## src/rtl/imem_scan_loader.sv

```systemverilog
// Scan-chain front end for instruction memory: deserialises a 64-bit header plus data words into
// IMEM writes, or fetches IMEM words and serialises them onto scan_out.
module imem_scan_loader #(
  parameter int ADDR_W = 32,
  parameter int DATA_W = 32
) (
  input  logic              clk,
  input  logic              Rst,
  input  logic              scan_en,
  input  logic              scan_in,
  output logic              scan_out,
  output logic              imem_we,
  output logic              imem_re,
  output logic [ADDR_W-1:0] imem_addr,
  output logic [DATA_W-1:0] imem_wdata,
  input  logic [DATA_W-1:0] imem_rdata,
  output logic              core_hold,
  output logic              load_done
);

  typedef enum logic [2:0] {
    S_IDLE, S_HDR, S_WR, S_RD_REQ, S_RD_CAP, S_RD_SHIFT, S_DONE
  } state_e;

  state_e              state_q, state_d;
  logic [5:0]          cnt_q, cnt_d;
  logic [4:0]          bit_q, bit_d;
  logic [62:0]         hdr_q, hdr_d;
  logic [DATA_W-1:0]   sr_q, sr_d;
  logic [30:0]         n_q, n_d;
  logic [ADDR_W-1:0]   addr_q, addr_d;
  logic [ADDR_W-1:0]   iaddr_q, iaddr_d;
  logic [DATA_W-1:0]   wdata_q, wdata_d;
  logic                we_q, we_d, re_q, re_d, so_q, so_d, hold_q, hold_d, done_q, done_d;

  logic [63:0]         hdr_full;
  logic [DATA_W-1:0]   word;
  logic [30:0]         n_dec;
  logic [ADDR_W-1:0]   addr_inc;

  always_comb begin
    hdr_full = {scan_in, hdr_q};
    word     = {scan_in, sr_q[DATA_W-1:1]};
    n_dec    = n_q - 31'd1;
    addr_inc = addr_q + ADDR_W'(4);

    state_d = state_q;
    cnt_d   = cnt_q;
    bit_d   = bit_q;
    hdr_d   = hdr_q;
    sr_d    = sr_q;
    n_d     = n_q;
    addr_d  = addr_q;
    iaddr_d = iaddr_q;
    wdata_d = wdata_q;
    we_d    = 1'b0;
    re_d    = 1'b0;
    so_d    = 1'b0;
    done_d  = 1'b0;
    hold_d  = scan_en | (state_q != S_IDLE);

    if (!scan_en) begin
      state_d = S_IDLE;
      cnt_d   = '0;
      bit_d   = '0;
    end else begin
      unique case (state_q)
        S_IDLE: begin
          hdr_d   = {scan_in, hdr_q[62:1]};
          cnt_d   = 6'd1;
          state_d = S_HDR;
        end
        S_HDR: begin
          hdr_d = {scan_in, hdr_q[62:1]};
          cnt_d = cnt_q + 6'd1;
          if (cnt_q == 6'd63) begin
            n_d    = hdr_full[31:1];
            addr_d = ADDR_W'(hdr_full[63:32]);
            bit_d  = '0;
            if (hdr_full[31:1] == 31'd0) begin
              state_d = S_DONE;
            end else if (hdr_full[0]) begin
              state_d = S_WR;
            end else begin
              // Strobe is registered, so it is raised on entry to RD_REQ.
              state_d = S_RD_REQ;
              re_d    = 1'b1;
              iaddr_d = ADDR_W'(hdr_full[63:32]);
            end
          end
        end
        S_WR: begin
          sr_d  = word;
          bit_d = bit_q + 5'd1;
          if (bit_q == 5'd31) begin
            we_d    = 1'b1;
            iaddr_d = addr_q;
            wdata_d = word;
            addr_d  = addr_inc;
            n_d     = n_dec;
            if (n_dec == 31'd0) begin
              state_d = S_DONE;
              done_d  = 1'b1;
            end
          end
        end
        S_RD_REQ: state_d = S_RD_CAP;
        S_RD_CAP: begin
          sr_d    = {1'b0, imem_rdata[DATA_W-1:1]};
          so_d    = imem_rdata[0];
          bit_d   = '0;
          state_d = S_RD_SHIFT;
        end
        S_RD_SHIFT: begin
          if (bit_q == 5'd31) begin
            bit_d  = '0;
            addr_d = addr_inc;
            n_d    = n_dec;
            if (n_dec == 31'd0) begin
              state_d = S_DONE;
              done_d  = 1'b1;
            end else begin
              state_d = S_RD_REQ;
              re_d    = 1'b1;
              iaddr_d = addr_inc;
            end
          end else begin
            so_d  = sr_q[0];
            sr_d  = {1'b0, sr_q[DATA_W-1:1]};
            bit_d = bit_q + 5'd1;
          end
        end
        S_DONE:  state_d = S_DONE;
        default: state_d = S_IDLE;
      endcase
    end
  end

  always_ff @(posedge clk) begin
    if (!Rst) begin
      state_q <= S_IDLE;
      cnt_q   <= '0;
      bit_q   <= '0;
      hdr_q   <= '0;
      sr_q    <= '0;
      n_q     <= '0;
      addr_q  <= '0;
      iaddr_q <= '0;
      wdata_q <= '0;
      we_q    <= 1'b0;
      re_q    <= 1'b0;
      so_q    <= 1'b0;
      hold_q  <= 1'b0;
      done_q  <= 1'b0;
    end else begin
      state_q <= state_d;
      cnt_q   <= cnt_d;
      bit_q   <= bit_d;
      hdr_q   <= hdr_d;
      sr_q    <= sr_d;
      n_q     <= n_d;
      addr_q  <= addr_d;
      iaddr_q <= iaddr_d;
      wdata_q <= wdata_d;
      we_q    <= we_d;
      re_q    <= re_d;
      so_q    <= so_d;
      hold_q  <= hold_d;
      done_q  <= done_d;
    end
  end

  assign scan_out   = so_q;
  assign imem_we    = we_q;
  assign imem_re    = re_q;
  assign imem_addr  = iaddr_q;
  assign imem_wdata = wdata_q;
  assign core_hold  = hold_q;
  assign load_done  = done_q;

endmodule

```

## config.mk

```make
export PLATFORM = sky130hd
export DESIGN_NAME = imem_scan_loader
export DESIGN_NICKNAME = d
export VERILOG_FILES = /design/src/rtl/imem_scan_loader.sv
export SDC_FILE = /design/constraint.sdc
export NUM_CORES = 1
export LEC_CHECK = 0
export ABC_AREA = 1
export ABC_CLOCK_PERIOD_IN_PS = 2700
export BUFFER_PORTS_ARGS = -buffer_cell sky130_fd_sc_hd__clkbuf_2
export CORE_ASPECT_RATIO = 0.7
export CORE_MARGIN = 2
export CORE_UTILIZATION = 55
export DETAILED_ROUTE_END_ITERATION = 10
export GPL_TIMING_DRIVEN = 0
export PLACE_DENSITY = 0.75
export SLEW_MARGIN = 20
export SYNTH_ARGS = -nofsm -noshare
export SYNTH_HDL_FRONTEND = slang
export SYNTH_SLANG_ARGS = --single-unit
export TNS_END_PERCENT = 5
```

## constraint.sdc

```tcl
create_clock -name clk -period 2.7 [get_ports clk]
set_input_delay 0.27 -clock clk [delete_from_list [all_inputs] [get_ports clk]]
set_output_delay 0.27 -clock clk [all_outputs]
set_load 0.05 [all_outputs]
```

Yosys cells after proc, flatten, opt, wreduce, memory -nomap -nowiden

Cells that the tools add are included.

Logic and storage cells: 94
Output and inout port bits: 69
Flip-flop bits (word level): 241
Bits of input ports: 36

Reduce and logical (&&, ||, !) cells: 21
Add/subtract/negate cells: 4
Mux-type cells: 37
Bitwise logic cells: 1
Equality and inequality tests: 17

Operators by type and width:

| cell                                                                 | number |
|---|---|
| 32-bit two-way mux                                                   | 9 |
| 32-bit one-hot mux with 3 select lines                               | 2 |
| 32-bit one-hot mux with 2 select lines                               | 1 |
| 31-bit logical NOT                                                   | 2 |
| 31-bit two-way mux                                                   | 2 |
| 31-bit one-hot mux with 2 select lines                               | 1 |
| 32-bit by 3-bit adder with 32-bit output, second input constant      | 1 |
| 31-bit by 1-bit subtractor with 31-bit output, second input constant | 1 |
| 3-bit one-hot mux with 7 select lines                                | 1 |
| 5-bit one-hot mux with 4 select lines                                | 1 |
| 3-bit two-way mux                                                    | 6 |
| 2-bit inequality test, second input constant                         | 8 |
| 6-bit one-hot mux with 2 select lines                                | 1 |
| 4-bit AND reduction                                                  | 3 |
| 5-bit two-way mux                                                    | 2 |
| 3-bit == test, second input constant                                 | 3 |
| 1-bit two-way mux                                                    | 9 |
| 3-bit AND reduction                                                  | 3 |
| 3-bit nonzero test                                                   | 3 |
| 8-bit AND reduction                                                  | 1 |
| 6-bit by 1-bit adder with 6-bit output, second input constant        | 1 |
| 3-bit by 2-bit == test with 1-bit output, second input constant      | 2 |
| 6-bit == test, second input constant                                 | 1 |
| 2-bit AND reduction                                                  | 3 |
| other kinds (10)                                                     | 13 |

Longest topological paths before layout

Gate-level depths: netlist of run 1.

Word-level depth: 5
Depth in mapped cells: 18
Mapped depth without buffers: 17

Worst setup path after synthesis of run 1

Ideal clock, no wire load.

Path type: reg2reg
From: register n_q[0]
To: register iaddr_q[30], in the netlist imem_addr[30]
Arrival: 2,038 ps
Data required time: 2,568 ps
Setup time: 132 ps
Cell stages (with the launch flop): 19
Path slack: 529 ps
Clock period less this slack: 2,171 ps
Cell sequence: dfxtp_1 inv_1 ha_1 nand2_2 nor2_4 nand2_1 nand2_1 nand2_1 nor2_1 nand2_1 nor2_2 nand2_2 nor2_4 nand3_2 nand2_4 inv_4 buf_6 nand2_1 a21oi_2

Longest elaborated chain between the ends: 4

Ends and longest elaborated chain:

| element                                       | RTL line | text |
|---|---|---|
| from (decl)                                   | 30       | `logic [30:0] n_q, n_d;` |
| from (signal assigned)                        | 161      | `n_q <= n_d;` |
| 31-bit by 1-bit subtractor with 31-bit output | 44       | `n_dec = n_q - 31'd1;` |
| 31-bit logical NOT                            | 119      | `if (n_dec == 31'd0) begin` |
| 2-bit inequality test (no line)               | -        |  |
| 8-bit AND reduction (no line)                 | -        |  |
| to (signal assigned)                          | 163      | `iaddr_q <= iaddr_d;` |
| to (decl)                                     | 32       | `logic [ADDR_W-1:0] iaddr_q, iaddr_d;` |

No other way between the ends.
A chain may end at the register's enable or synchronous reset.

Worst setup path in the final report of run 1

From: register n_q[7]
To: register iaddr_q[31], in the netlist imem_addr[31]

Same word-level chain as after synthesis.

==> flow_summary.ini, run 1 <==
[die]
die_width_um = 178
start_util_pct = 56.1
num_rows = 44
die_area_um2 = 22400
core_um2 = 20800
die_height_um = 126
io-pin-count = 105

[synth]
async_reset_ff_share_pct = 0
ys.flop_type = dfxtp_1
yosys_warnings = 0
synth_cells = 1655
synth.avg_cell_area_um2 = 7.04
syn_area_um2 = 11600
synth_edf_count = 0
ys_seq_area_share_pct = 41.4
yosysUniqueCellTypes = 41
syn_nets = 1697
ys_seq_elements = 241

[finish]
area_delta_synth_final_pct = 15.1
drive_above_1_share_pct = 13.5
n_antenna_cell = 0
nets = 1831
final.fill_count = 1906

[sta]
period_minus_slack_ns = 2.64
fin_ws_ns = 0.0594
drv_slew = 0
hold_viol_final = 0
finalSetupViolCount = 0
slew_headroom_pct = 34.4
fin_hold_ws_ns = 0.0708
rsz0062_at_grt = true
fmax_mhz = 379
timing.final.crit_share_pct = 97.8
finClkSkew_ns = 0.0298
worst_pin_slew_ns = 0.980

[worst_setup_path]
slowest_stage = dfxtp_1
cpPeakStageDelay_ns = 0.37
cp_common_cell = nand2_1
r2r-end = imem_addr[31]
cp_num_buf_inv = 2
crit_fanout = 10
r2r_cells = 17
start_kind = flop
required_ns = 3.09
end_kind = flop
cp.depth = 17
critPathLaunch = n_q[7]
cp.arrival_ns = 3.03
r2r-start = n_q[7]
worst-r2r-setup-slack_ns = 0.06
path_delay_family = simple AND/OR/NAND/NOR gates
crit_chain = nor2_4 -> nand2_1 -> nor2_4 -> nand2_1 -> nor2_4 -> nand2_1 -> nand2_1 -> nand2_1 -> nor2_1 -> nand2_2 -> nor2_4 -> nand3_2 -> nand2_4 -> inv_4 -> buf_6 -> nand2_1 -> a21oi_2
setup.worst_path.end = imem_addr[31]
critPathKind = flop to flop

[global_routing]
grt_usage_pct = 31.0
grt_pass1_wl_mm = 55.8
grt_pass1_vias = 10600
antenna_found_initial = 0
grt_max_degree = 14
grt-ovfl-total = 0

[placed_design]
portBuffers = 103
dp_slack_ns = -0.0194
gp_congestion = 0.953
dp_hpwl_mm = 26.4

[clock_network]
htree_levels = 1
cts_tree = built
clockBufferDepth = 3
cts_sinks = 241
clk_pin_slew_ns = 0.07
clock_latency_ns = 0.54
root_buffer = clkbuf_16
cts_buffers = 24

[routing]
drt-initial-drc-count = 1239
drc_errors = 0
final_antenna_net_count = 0
via_per_inst = 5.77
wl_mm = 35.4
wl_per_cell_um = 17.0
first_pass_iters = 5
vias = 12000

[hold_path]
hp-class = input port to flop

[outcome]
status = complete, no violations

[power_and_ir_drop]
leakagePower_nw = 5.35
max-vdd-ir-drop_mv = 0.464
powerDensity_nw_per_um2 = 642

[flow_run]
cap_viol_max_count = 0
-- flip-flops by register name, summed over array words and instances (netlist names) --
name / cells
hdr_q: 63
addr_q: 32
imem_addr: 32
imem_wdata: 32
sr_q: 32
n_q: 31
cnt_q: 6
bit_q: 5
state_q: 3
core_hold: 1
imem_re: 1
imem_we: 1
load_done: 1
scan_out: 1
-- metal layers --
layer  global-route usage [%]  vias up  part of all wire [%]
li1                         -     5827                     -
met1                     48.4     5574                    48
met2                     43.4      555                    39
met3                     7.13       55                    11
met4                     5.69        0                   1.8
met5                        0        -                     0
-- final cells by class --
cell class / instances / area, µm² / share of cell area [%]
Multi-Input combinational cell: 1183 / 5980 / 44.6
Sequential cell: 241 / 4820 / 36.0
Clock buffer: 37 / 721 / 5.37
Timing Repair Buffer: 108 / 556 / 4.14
Inverter: 139 / 524 / 3.91
Buffer: 92 / 414 / 3.09
Tap cell: 276 / 345 / 2.57
Clock inverter: 4 / 47.5 / 0.355
-- how the worst min path moves through the flow --
stage	end	slack (ns)	from	cells past startpoint
floorplan	hdr_q[62]	0.40	scan_in	2
global placement	bit_q[4]	0.45	bit_q[4]	2
detailed placement	imem_addr[27]	0.46	imem_addr[27]	2
CTS	sr_q[0]	0.04	imem_rdata[1]	3
global route	sr_q[0]	0.06	imem_rdata[1]	3
finish	sr_q[0]	0.07	imem_rdata[1]	3
-- through the flow --
stage / TNS [ns] / power (mW) / util, % / instances / cell area [µm²]
global route: -0.120 / 8.93 / 64.6 / 2080 / 13400
detailed placement: -0.0194 / 5.24 / 60.3 / 2034 / 12500
floorplan: 0 / 4.85 / - / 1655 / 11600
global placement: -0.0249 / 5.22 / 60.3 / 2034 / 12500
finish: 0 / 8.61 / 64.6 / 2080 / 13400
CTS: 0 / 8.54 / 64.1 / 2076 / 13300
-- logic make-up (layout without fill, tap and decap cells) --
| family | Yosys count | after routing | share of synthesized area [%] |
|---|---|---|---|
| DFF | 241 | 241 | 41.4 |
| and+or+nand+nor | 749 | 749 | 27.6 |
| buffers and inverters | 231 | 380 | 8.04 |
| adders and majority gates | 6 | 6 | 0.645 |
| xor gates and xnor gates | 18 | 18 | 1.35 |
| AOI/OAI and AO/OA | 410 | 410 | 21.0 |
-- synthesized netlist by cell type, drive strengths merged (2+ instances only) --
master	n	area share [%]
nor2	333	12
nand2	280	9.2
dfxtp	241	41
o21ai	178	7.6
inv	138	4.5
a21oi	83	3.7
clkbuf	77	2.5
nand3	71	3.1
a211oi	70	4.5
a31oi	26	1.4
a221oi	23	1.7
nand4	17	0.91
nor3	17	0.73
o211ai	17	1.1
xor2	17	1.3
buf	15	1.1
nor4	15	0.81
or2	12	0.64
o221ai	8	0.60
ha	6	0.64
nand3b	3	0.19
o22ai	2	0.11
-- report_power, final --
part	switching, mW	internal [mW]	leakage [nW]
clock	1.42	1.92	0.374
combinational	0.985	0.433	3.01
sequential	0.143	3.71	1.96
-- cells in the final DEF, fill, tap and decap left out, types with 25 or more instances in the layout --
cell | Yosys | layout
nand2_1 | 273 | 269
a211oi_1 | 70 | 70
nor2_1 | 293 | 287
nor2_2 | 33 | 31
clkbuf_2 | 0 | 105
clkbuf_16 | 0 | 25
a21oi_1 | 79 | 79
dfxtp_1 | 241 | 241
nand3_1 | 70 | 70
o21ai_0 | 173 | 173
clkbuf_1 | 77 | 82
a31oi_1 | 26 | 26
inv_1 | 128 | 126
-- timing repair --
action	CTS	global route
setup buffers	0	4
endpoints found under the setup margin	2	60
hold buffers	1	0
gates resized for setup	3	26
endpoints found under the hold margin	1	0
pin swaps	1	3
cloned	0	0
-- tightest hold or removal path, cell delays in order --
cell and delay, ns:
clkbuf_2 0.08, nand2_1 0.09, a31oi_1 0.09
(Power assumes the default switching activity.)
==> run 2, diff against run 1 <==
--- a/config.mk
+++ b/config.mk
@@ -8,12 +8,11 @@
 export ABC_AREA = 1
 export ABC_CLOCK_PERIOD_IN_PS = 2700
 export BUFFER_PORTS_ARGS = -buffer_cell sky130_fd_sc_hd__clkbuf_2
-export CORE_ASPECT_RATIO = 0.7
+export CORE_ASPECT_RATIO = 0.8
 export CORE_MARGIN = 2
-export CORE_UTILIZATION = 55
+export CORE_UTILIZATION = 35
 export DETAILED_ROUTE_END_ITERATION = 10
 export GPL_TIMING_DRIVEN = 0
-export PLACE_DENSITY = 0.75
 export SLEW_MARGIN = 20
 export SYNTH_ARGS = -nofsm -noshare
 export SYNTH_HDL_FRONTEND = slang
==> flow_summary.ini, run 2 (synthesis results as in run 1) <==
[sta]
fin_setup_tns_ns = 0
hold_viol_final = 0
worst_pin_slew_ns = 0.834
fmax_mhz = 391
finClkSkew_ns = 0.0135
period_minus_slack_ns = 2.56
finalSetupViolCount = 0
timing.final.crit_share_pct = 94.8
rsz0062_at_grt = true
drv_slew = 0
slew_headroom_pct = 44.2

[global_routing]
grt_max_degree = 14
use_met1_pct = 32.6
grt_busiest_layer = met1
grt_pass1_wl_mm = 60.3
grt_use_met2_pct = 29.9
use_met3_pct = 5.16
grt-ovfl-total = 0
grt_usage_pct = 21.3
antenna_found_initial = 1
grt_pass1_vias = 10900

[routing]
first_pass_iters = 5
wl_per_cell_um = 16.9
via_per_inst = 5.25
vias = 11800
drc_errors = 0
wl_mm = 37.9
final_antenna_net_count = 0
drt-initial-drc-count = 1151

[worst_setup_path]
cp.arrival_ns = 2.97
r2r_cells = 12
critPathKind = flop to flop
crit_fanout = 6
end_kind = flop
required_ns = 3.11
start_kind = flop

[finish]
drive_above_1_share_pct = 13.9
final_common_cell = nor2_1
design_area_um2 = 13700
largest_reg_flops = 63
final_cell_mix = nor2_1 (290), nand2_1 (271), dfxtp_1 (241)
nets = 1836
top_register = hdr_q
final_util_pct = 42.0
n_antenna_cell = 0
stdcell_count = 2239
area_delta_synth_final_pct = 17.6
final.fill_count = 3400

[die]
io-pin-count = 105
start_util_pct = 35.7
die_area_um2 = 34800
die_width_um = 208
num_rows = 59
core_um2 = 32600
die_height_um = 167

[clock_network]
cts_sinks = 241
cts_tree = built
clock_latency_ns = 0.56
root_buffer = clkbuf_16
htree_levels = 1
cts_buffers = 27
clockBufferDepth = 3
clk_pin_slew_ns = 0.06

[hold_path]
hold_depth = 3
hp-class = input port to flop

[placed_design]
placed_area_um2 = 12700
portBuffers = 103
placed_cells = 2185
gp_congestion = 0.924
dp_hpwl_mm = 28.4

[power_and_ir_drop]
leakagePower_nw = 5.41
powerDensity_nw_per_um2 = 656
max-vdd-ir-drop_mv = 0.442

[outcome]
status = complete, no violations

[flow_run]
cap_viol_max_count = 0
run 2: cell count changes in the layout (fill, tap and decap cells not counted), sizes merged:
cell,before,now
clkbuf,217,213
bufinv,1,3
inv,138,139
buf,19,20
nor2,333,334
clkinvlp,1,3
clkinv,3,8
run 2: final timing paths:
| check | start | endpoint | slack (ns) |
|---|---|---|---|
| setup reg to reg | addr_q[2] | imem_addr[28] | 0.14 |
| hold / removal | imem_rdata[1] | sr_q[0] | 0.02 |
| setup / recovery | addr_q[2] | imem_addr[28] | 0.14 |
| hold reg to reg | imem_addr[21] | imem_addr[21] | 0.47 |
run 2: repair_timing:
action / 4_1_cts / 5_1_grt
gates resized for setup: 5 / 22
endpoints found under the hold margin: 1 / 0
endpoints found under the setup margin: 48 / 65
gates cloned: 0 / 1
buffers inserted: 1 / 4
pin swaps: 2 / 4
hold buffers: 1 / 0
run 2: where the power goes:
part           switching (mW)  internal [mW]
clock network            1.56           2.15
registers               0.149           3.72
logic                   0.972          0.438
total                    2.68           6.30
run 2: area by class of cell:
cell class | count | area (µm²) | share of cell area, %
Inverter | 139 | 524 | 3.83
Multi-Input combinational cell | 1184 | 5970 | 43.6
Buffer | 92 | 417 | 3.04
Sequential cell | 241 | 4820 | 35.2
Clock buffer | 33 | 708 | 5.17
Timing Repair Buffer | 109 | 563 | 4.11
Tap cell | 427 | 534 | 3.90
Clock inverter | 14 | 160 | 1.17
run 2: critical path, cell delays in order, from the launching register on:
cell and delay (ns):
dfxtp_1 0.42, ha_1 0.23, nand2_1 0.09, nor2_2 0.16, nand2_1 0.12, nor2_1 0.19
nand3_1 0.21, nand3b_1 0.30, or2_2 0.33, nand3_1 0.07, o211ai_1 0.11, nand2_1 0.11
a21oi_1 0.06
run 2: per-stage QoR:
stage / hold WS, ns / worst slack [ns] / total power [mW]
3_3_place_gp: 0.455 / -0.0919 / 5.24
6_report: 0.0169 / 0.141 / 8.98
4_1_cts: 0.00835 / 0.0122 / 8.97
5_1_grt: 0.0455 / -0.0998 / 9.37
2_1_floorplan: 0.405 / 0.529 / 4.85
3_5_place_dp: 0.462 / -0.0934 / 5.26
run 2: metal layers:
metal / up-vias / wire length (µm)
met1: 5448 / 18800
li1: 5833 / -
met2: 421 / 15000
met4: 0 / 697
met3: 49 / 3360
met5: - / 0
==> run 3, diff against run 2 <==
--- a/config.mk
+++ b/config.mk
@@ -8,11 +8,11 @@
 export ABC_AREA = 1
 export ABC_CLOCK_PERIOD_IN_PS = 2700
 export BUFFER_PORTS_ARGS = -buffer_cell sky130_fd_sc_hd__clkbuf_2
-export CORE_ASPECT_RATIO = 0.8
 export CORE_MARGIN = 2
-export CORE_UTILIZATION = 35
+export CORE_UTILIZATION = 59
 export DETAILED_ROUTE_END_ITERATION = 10
 export GPL_TIMING_DRIVEN = 0
+export PLACE_DENSITY = 0.79
 export SLEW_MARGIN = 20
 export SYNTH_ARGS = -nofsm -noshare
 export SYNTH_HDL_FRONTEND = slang
==> flow_summary.ini, run 3 (synthesis results as in run 1) <==
[clock_network]
htree_levels = 1
clock_latency_ns = 0.53
cts_sinks = 241
cts_tree = built
clk_pin_slew_ns = 0.06
cts_buffers = 26
clockBufferDepth = 3
root_buffer = clkbuf_16

[worst_setup_path]
cp.arrival_ns = 3.07
r2r-start = state_q[2]
worst-r2r-setup-slack_ns = 0.10
crit_chain = inv_2 -> nand2_1 -> inv_2 -> nor2_2 -> clkbuf_1 -> nand2_1 -> o211ai_1 -> o21ai_0 -> nor2_1
r2r-end = imem_addr[2]
cpPeakStageDelay_ns = 0.62
r2r_cells = 9
crit_fanout = 10
required_ns = 3.17
slowest_stage = clkbuf_1
end_kind = flop
critPathKind = flop to flop
start_kind = flop

[finish]
largest_reg_flops = 63
nets = 1833
final.fill_count = 1704
multi_input_comb_area_um2 = 5960
regArea_um2 = 4820
design_area_um2 = 13500
final_cell_mix = nor2_1 (290), nand2_1 (272), dfxtp_1 (241)
stdcell_count = 2076
area_delta_synth_final_pct = 16.3
n_antenna_cell = 0
drive_above_1_share_pct = 13.9
final_common_cell = nor2_1
top_register = hdr_q

[die]
num_rows = 51
io-pin-count = 105
core_um2 = 19400
start_util_pct = 60.0
die_height_um = 145
die_width_um = 145
die_area_um2 = 20900

[sta]
timing.final.crit_share_pct = 96.2
fmax_mhz = 385
finalSetupViolCount = 0
slew_headroom_pct = 43.2
period_minus_slack_ns = 2.60
rsz0062_at_grt = true
worst_pin_slew_ns = 0.849
hold_viol_final = 0
finClkSkew_ns = 0.0106
drv_slew = 0
fin_ws_ns = 0.103

[hold_path]
hold_end = sr_q[0]
hp-class = input port to flop
hold_depth = 3
holdCritStartpoint = imem_rdata[1]

[placed_design]
dp_hpwl_mm = 25.0
dp_slack_ns = -0.147
gp_congestion = 0.975
portBuffers = 103
placed_cells = 2023
placed_area_um2 = 12500

[routing]
wl_mm = 34.6
final_antenna_net_count = 0
first_pass_iters = 5
wl_per_cell_um = 16.7
vias = 12000
drc_errors = 0
via_per_inst = 5.79
drt-initial-drc-count = 1185

[power_and_ir_drop]
leakagePower_nw = 5.43
max-vdd-ir-drop_mv = 0.451
powerDensity_nw_per_um2 = 664

[global_routing]
grt_pass1_wl_mm = 54.8
antenna_found_initial = 0
grt_max_degree = 14
grt_use_met2_pct = 51.1
use_met3_pct = 7.78
grt_pass1_vias = 10900
grt-ovfl-total = 0
grt_usage_pct = 32.8
grt_busiest_layer = met2
use_met1_pct = 44.7

[outcome]
status = complete, no violations

[flow_run]
cap_viol_max_count = 0
[run 3: changes by cell type in the layout (fill, tap and decap cells not counted), sizes merged]
cell | previous run | this run
nor2 | 334 | 333
clkbuf | 213 | 217
bufinv | 3 | 4
buf | 20 | 19
inv | 139 | 138
clkinv | 8 | 5
[run 3: how the worst max path moves through the flow]
stage | slack [ns] | cells past startpoint | from | end
after floorplan | 0.53 | 18 | n_q[0] | imem_addr[30]
after global placement | -0.13 | 16 | n_q[0] | imem_addr[31]
after detailed placement | -0.15 | 16 | n_q[0] | imem_addr[31]
after CTS | 0.01 | 18 | n_q[0] | imem_addr[31]
after global routing | -0.03 | 11 | cnt_q[0] | n_q[6]
final | 0.10 | 9 | state_q[2] | imem_addr[2]
[run 3: where the power goes]
| part | switching (mW) | internal (mW) | leakage (nW) |
|---|---|---|---|
| registers | 0.144 | 3.72 | 1.96 |
| logic | 0.943 | 0.443 | 3.04 |
| clock network | 1.47 | 2.28 | 0.429 |
| total | 2.56 | 6.44 | 5.43 |
[run 3: area by class of cell]
cell class,instances,area share [%]
plain buffers,92,3.10
flip-flops and latches,241,35.6
well taps,265,2.45
inverters,139,3.87
multi-input cells,1183,44.0
clock inverters,11,1.23
repair buffers,108,4.29
clock buffers,37,5.41
[run 3: metal layers]
metal / wire [µm] / part of all wire [%]
met5: 0 / 0
met4: 947 / 2.7
met3: 3360 / 9.7
met2: 15200 / 44
met1: 15100 / 44
[run 3: stage by stage]
stage | utilization, % | hold slack [ns] | TNS (ns) | total power [mW]
2_1_floorplan | - | 0.405 | 0 | 4.85
3_3_place_gp | 64.4 | 0.451 | -1.24 | 5.19
3_5_place_dp | 64.4 | 0.458 | -2.16 | 5.22
4_1_cts | 69.4 | 0.0227 | 0 | 8.95
5_1_grt | 69.8 | 0.0289 | -0.0732 | 9.33
6_report | 69.8 | 0.0295 | 0 | 9.00
[run 3: what timing repair did]
| item | CTS | global route |
|---|---|---|
| hold endpoints to repair | 1 | 0 |
| resized for setup | 5 | 26 |
| buffers inserted | 2 | 2 |
| pin swaps | 2 | 3 |
| endpoints found under the setup margin | 44 | 77 |
| hold buffers | 1 | 0 |
[run 3: critical path, delay by kind of cell, from the launching register on]
kind                   cells  cell delay (ns)
AND/OR/NAND/NOR            4             0.85
buffers and inverters      3             0.88
flip-flops                 1             0.45
AO/OA/AOI/OAI              2             0.34
